===== config.mk =====
export PLATFORM = sky130hd
export DESIGN_NAME = hzdunit_pipe
export DESIGN_NICKNAME = d
export VERILOG_FILES = /design/src/rtl/hzdunit_pipe.sv
export SDC_FILE = /design/constraint.sdc
export NUM_CORES = 1
export LEC_CHECK = 0
export CAP_MARGIN = 20
export CELL_PAD_IN_SITES_DETAIL_PLACEMENT = 1
export CELL_PAD_IN_SITES_GLOBAL_PLACEMENT = 1
export CORE_ASPECT_RATIO = 1.5
export CORE_UTILIZATION = 24
export DETAILED_ROUTE_END_ITERATION = 7
export PLACE_DENSITY = 0.84
export REMOVE_ABC_BUFFERS = 1
export SYNTH_ARGS = -nofsm -noshare
export SYNTH_HDL_FRONTEND = slang
export SYNTH_SLANG_ARGS = --single-unit

===== constraint.sdc =====
create_clock -name clk -period 3.8 [get_ports clk]
set_clock_uncertainty 0.2 [all_clocks]
set_input_delay 0.57 -clock clk [delete_from_list [all_inputs] [get_ports clk]]
set_output_delay 0.57 -clock clk [all_outputs]
set_load 0.02 [all_outputs]

===== src/rtl/hzdunit_pipe.sv =====
// Hazard unit for the 5-stage core: load-use bubbles, memory-busy freeze, branch flush, EX forwarding.
// Optional stall statistics counter (stall_cnt port) enabled by defining HZD_STATS_EN.
module hzdunit_pipe #(
  parameter int OPC_W        = 6,
  parameter int REG_W        = 5,
  parameter int LOAD_BUBBLES = 1,
  parameter int STAT_W       = 16
) (
  input  logic                     clk,
  input  logic                     rst_n,
  input  logic [OPC_W+2*REG_W-1:0] id_instr,
  input  logic                     ex_memtoreg,
  input  logic [REG_W-1:0]         ex_rd,
  input  logic                     ex_branch_tk,
  input  logic                     mem_regwrite,
  input  logic [REG_W-1:0]         mem_rd,
  input  logic                     wb_regwrite,
  input  logic [REG_W-1:0]         wb_rd,
  input  logic [REG_W-1:0]         ex_rs,
  input  logic [REG_W-1:0]         ex_rt,
  input  logic                     mem_busy,
  output logic                     stall_pc,
  output logic                     stall_id,
  output logic                     freeze,
  output logic                     flush_id,
  output logic                     bubble_ex,
  output logic [1:0]               fwd_a,
  output logic [1:0]               fwd_b
`ifdef HZD_STATS_EN
  ,
  output logic [STAT_W-1:0]        stall_cnt
`endif
);

  // state     | meaning
  // S_RUN     | normal issue; load-use hazard checked every cycle
  // S_LDSTALL | inserting the remaining bubbles of a multi-bubble load-use stall

  localparam int INSTR_W = OPC_W + 2*REG_W;
  localparam logic [OPC_W-1:0] OP_J   = OPC_W'(2);
  localparam logic [OPC_W-1:0] OP_JAL = OPC_W'(3);

  if (LOAD_BUBBLES < 1 || LOAD_BUBBLES > 15 || STAT_W < 1) begin : g_param_check
    $error("hzdunit_pipe: LOAD_BUBBLES must be 1..15 and STAT_W at least 1");
  end

  typedef enum logic {S_RUN, S_LDSTALL} state_t;

  state_t             state_q, state_d;
  logic [3:0]         cnt_q, cnt_d;
  logic [OPC_W-1:0]   id_opc;
  logic [REG_W-1:0]   id_rs, id_rt;
  logic               ld_hazard;
  logic               stall_c, freeze_c, flush_c, bubble_c;
  logic [1:0]         fwd_a_c, fwd_b_c;

  assign id_opc = id_instr[INSTR_W-1 -: OPC_W];
  assign id_rs  = id_instr[2*REG_W-1 -: REG_W];
  assign id_rt  = id_instr[REG_W-1:0];

  // Jumps carry a target field where rs/rt would be, so they never read registers.
  assign ld_hazard = ex_memtoreg && (ex_rd != '0) &&
                     ((ex_rd == id_rs) || (ex_rd == id_rt)) &&
                     (id_opc != OP_J) && (id_opc != OP_JAL);

  always_ff @(posedge clk or negedge rst_n) begin
    if (!rst_n) begin
      state_q <= S_RUN;
      cnt_q   <= '0;
    end else begin
      state_q <= state_d;
      cnt_q   <= cnt_d;
    end
  end

  always_comb begin
    state_d  = state_q;
    cnt_d    = cnt_q;
    stall_c  = 1'b0;
    freeze_c = 1'b0;
    flush_c  = 1'b0;
    bubble_c = 1'b0;
    if (mem_busy) begin
      stall_c  = 1'b1;
      freeze_c = 1'b1;
    end else if (ex_branch_tk) begin
      flush_c  = 1'b1;
      bubble_c = 1'b1;
      state_d  = S_RUN;
      cnt_d    = '0;
    end else begin
      case (state_q)
        S_RUN: begin
          if (ld_hazard) begin
            stall_c  = 1'b1;
            bubble_c = 1'b1;
            if (LOAD_BUBBLES > 1) begin
              state_d = S_LDSTALL;
              cnt_d   = 4'(LOAD_BUBBLES - 1);
            end
          end
        end
        S_LDSTALL: begin
          stall_c  = 1'b1;
          bubble_c = 1'b1;
          if (cnt_q <= 4'd1) begin
            state_d = S_RUN;
            cnt_d   = '0;
          end else begin
            cnt_d = cnt_q - 4'd1;
          end
        end
        default: begin
          state_d = S_RUN;
          cnt_d   = '0;
        end
      endcase
    end
  end

  // MEM/WB results are newer than the regfile; EX/MEM is newer than MEM/WB.
  always_comb begin
    fwd_a_c = 2'b00;
    if (mem_regwrite && (mem_rd != '0) && (mem_rd == ex_rs))
      fwd_a_c = 2'b10;
    else if (wb_regwrite && (wb_rd != '0) && (wb_rd == ex_rs))
      fwd_a_c = 2'b01;
  end

  always_comb begin
    fwd_b_c = 2'b00;
    if (mem_regwrite && (mem_rd != '0) && (mem_rd == ex_rt))
      fwd_b_c = 2'b10;
    else if (wb_regwrite && (wb_rd != '0) && (wb_rd == ex_rt))
      fwd_b_c = 2'b01;
  end

  // Outputs are forced low for the whole reset window, not just after a clock edge.
  assign stall_pc  = rst_n & stall_c;
  assign stall_id  = rst_n & stall_c;
  assign freeze    = rst_n & freeze_c;
  assign flush_id  = rst_n & flush_c;
  assign bubble_ex = rst_n & bubble_c;
  assign fwd_a     = rst_n ? fwd_a_c : 2'b00;
  assign fwd_b     = rst_n ? fwd_b_c : 2'b00;

`ifdef HZD_STATS_EN
  always_ff @(posedge clk or negedge rst_n) begin
    if (!rst_n)
      stall_cnt <= '0;
    else if (stall_pc && (stall_cnt != {STAT_W{1'b1}}))
      stall_cnt <= stall_cnt + 1'b1;
  end
`endif

endmodule


==> load_flow_metrics.sql <==
INSERT INTO impl_metrics (metric_group, metric, value, unit) VALUES
('status', 'run_status', 'finished clean', ''),
('floorplanning', 'boundaryPins', '57', ''),
('clocking', 'cts_tree', 'yes', ''),
('placed_design', 'placedCellCount', '190', ''),
('clocking', 'clk_transition_reported_paths', '0.03', 'ns'),
('logic_synthesis', 'synth.lib_cells_used.distinct', '29', ''),
('pwr', 'power_density', '187', 'nW/um2'),
('logic_synthesis', 'synth.most_common_cell', 'sky130_fd_sc_hd__xor2_1', ''),
('critical_path', 'critical_path_startpoint_category', 'primary input', ''),
('cells_and_area', 'filler_cell_count', '358', ''),
('critical_path', 'critPathMostFrequentCell', 'sky130_fd_sc_hd__clkdlybuf4s50_1', ''),
('pwr', 'peakVddDrop', '0.157', 'mV'),
('floorplanning', 'die-height', '71.0', 'um'),
('timing', 'finalCritPeriodShare', '0.943', ''),
('worst_hold_path', 'hold_path_class', 'reg -> reg', ''),
('placed_design', 'preCtsSetupSlack', '0.240', 'ns'),
('routing', 'wl_per_cell', '14.7', 'um'),
('routing', 'drc', '0', ''),
('timing', 'maxSlewHeadroom', '0.719', ''),
('cells_and_area', 'layout_overhead_on_the_synthesized_area', '84.7', '%'),
('logic_synthesis', 'synth_top_flop_cell', 'sky130_fd_sc_hd__dfrtp_1', ''),
('timing', 'setup_viol_count_final', '0', ''),
('logic_synthesis', 'synth.yosys.warnings', '0', ''),
('critical_path', 'slowest_delay', '0.66', 'ns'),
('critical_path', 'critical_path_required', '3.03', 'ns'),
('routing', 'num_vias', '914', ''),
('critical_path', 'path_class', 'in -> out', ''),
('cells_and_area', 'num-nets-final', '206', ''),
('global_route', 'track_usage', '0.172', ''),
('logic_synthesis', 'syn_area_per_cell', '7.92', 'um2'),
('clocking', 'gates_resized_cts_repair', '0', ''),
('cells_and_area', 'ratio_of_cells_with_drive_above_1_in_the_final_layout', '0.0516', ''),
('critical_path', 'cp_max_fo', '3', ''),
('timing', 'rsz0062_at_grt', 'false', ''),
('placed_design', 'port-buffer-count', '55', ''),
('timing', 'final-hold-violation-count', '0', ''),
('clocking', 'ctsHtreeMaxLevel', '1', ''),
('logic_synthesis', 'synthCells', '96', ''),
('clocking', 'sink_count_of_the_clock_tree', '5', ''),
('critical_path', 'critical_path.top_delay_family', 'buffers and inverters', ''),
('logic_synthesis', 'synth_async_sr_flop_share', '1.00', ''),
('clocking', 'cts_setup_buffers', '0', ''),
('global_route', 'grt_overflow', '0', ''),
('critical_path', 'critPathArrivalTime', '2.82', 'ns'),
('logic_synthesis', 'synth_largest_type_area_fraction', '0.276', ''),
('timing', 'setup_total_negative_slack', '0', 'ns'),
('clocking', 'insertion_delay', '0.22', 'ns'),
('timing', 'max_freq', '0.279', 'GHz'),
('global_route', 'first_global_vias', '998', ''),
('routing', 'initialDrtViolationCount', '16', ''),
('logic_synthesis', 'netlist_top_cells_area', 'sky130_fd_sc_hd__xor2_1 28%, sky130_fd_sc_hd__dfrtp_1 16%, sky130_fd_sc_hd__xnor2_1 6.9%', ''),
('routing', 'first_pass_iters', '4', ''),
('clocking', 'cts_made_buffers', '3', ''),
('routing', 'drt.antenna.violating_nets', '0', ''),
('critical_path', 'critical_path.n_buffers_inverters', '2', ''),
('timing', 'whs', '0.352', 'ns'),
('cells_and_area', 'diodes', '0', ''),
('floorplanning', 'floorplan.core_area', '2970', 'um2'),
('cells_and_area', 'design_area', '1410', 'um2'),
('clocking', 'clockRootBuffer', 'sky130_fd_sc_hd__clkbuf_8', ''),
('run', 'cap_viol_max_count', '0', ''),
('clocking', 'holdBufCountCts', '0', ''),
('critical_path', 'worst_setup_ep_type', 'output port', ''),
('global_route', 'grt_first_pass_wirelength', '4.28', 'mm'),
('placed_design', 'postPlaceCellArea', '1360', 'um2'),
('floorplanning', 'std_cell_rows', '24', ''),
('logic_synthesis', 'netlist.top_cell.by_area', 'sky130_fd_sc_hd__xor2_1', ''),
('floorplanning', 'effective_utilization_at_floorplan', '0.256', ''),
('timing', 'fin_ws', '0.215', 'ns'),
('logic_synthesis', 'synth_sequential_area_ratio', '0.164', ''),
('routing', 'via_per_inst', '4.71', '');
[cells by family (layout without fill, tap and decap cells)]
logic type | after synthesis | in the layout | synth area share
XOR/XNOR | 30 | 30 | 0.345
buffers and inverters | 4 | 63 | 0.0247
AO/OA/AOI/OAI | 17 | 17 | 0.146
flip-flops | 5 | 5 | 0.164
AND/OR/NAND/NOR | 38 | 38 | 0.286
adder cells (fa/ha/maj) | 2 | 2 | 0.0329
[layer usage]
metal	global-route usage	up-vias	part of all wire
met5	0	-	0
met4	0.0556	0	0.0066
met3	0.0204	2	0.062
li1	-	461	-
met2	0.339	35	0.58
met1	0.166	416	0.35
[worst paths after layout]
path / start / to / slack, ns / cells past startpoint
max in group asynchronous: rst_n / state_q / 2.79 / 2
min reg2reg: cnt_q[1] / cnt_q[1] / 0.35 / 2
min in group asynchronous: rst_n / cnt_q[2] / 0.49 / 2
max reg2reg: cnt_q[1] / cnt_q[2] / 2.09 / 6
min: cnt_q[1] / cnt_q[1] / 0.35 / 2
max: mem_rd[1] / fwd_b[0] / 0.21 / 6
[metrics by stage]
step | total power [mW] | utilization
CTS | 0.267 | 0.473
finish | 0.263 | 0.473
floorplan | 0.0929 | -
global route | 0.279 | 0.473
global placement | 0.165 | 0.457
detailed placement | 0.169 | 0.457
[final cells by class]
class	count	area, um2	share of cell area
clock buffers	4	45.0	0.0321
inverters	3	11.3	0.00801
flip-flops and latches	5	125	0.0890
well taps	39	48.8	0.0347
multi-input cells	87	617	0.439
repair buffers	56	558	0.397
[flip-flops by register name (all words and copies together) (netlist names)]
| signal | count |
|---|---|
| state_q | 1 |
| cnt_q | 4 |
[worst reg2reg max path, delay by kind of cell (launching register included)]
family | cells | cell delay [ns]
adder cells (fa/ha/maj) | 1 | 0.20
flip-flops | 1 | 0.39
buffers and inverters | 1 | 0.10
AO/OA/AOI/OAI | 3 | 0.64
AND/OR/NAND/NOR | 1 | 0.08
[power breakdown]
group          internal [mW]  leakage, nW  total [mW]  switching, mW
combinational         0.0684        0.444       0.114         0.0457
sequential            0.0536       0.0699      0.0536              0
clock                 0.0718       0.0228      0.0958         0.0239
total                  0.194        0.536       0.263         0.0696
[cells in the final DEF (no fill, tap or decap), types with 2 or more instances in the layout]
cell                              count
sky130_fd_sc_hd__a21oi_1              2
sky130_fd_sc_hd__and2_1               4
sky130_fd_sc_hd__clkbuf_8             3
sky130_fd_sc_hd__clkdlybuf4s50_1     55
sky130_fd_sc_hd__dfrtp_1              5
sky130_fd_sc_hd__ha_1                 2
sky130_fd_sc_hd__inv_1                3
sky130_fd_sc_hd__nand2_1              5
sky130_fd_sc_hd__nand3_1              3
sky130_fd_sc_hd__nand4_1              2
sky130_fd_sc_hd__nor2_1               8
sky130_fd_sc_hd__nor2b_1              2
sky130_fd_sc_hd__nor3_1               4
sky130_fd_sc_hd__nor4_1               2
sky130_fd_sc_hd__nor4_2               2
sky130_fd_sc_hd__o21ai_0              6
sky130_fd_sc_hd__o31ai_1              2
sky130_fd_sc_hd__or4_1                3
sky130_fd_sc_hd__xnor2_1              6
sky130_fd_sc_hd__xor2_1              24
Note: power is estimated with default switching activity, not from simulation.
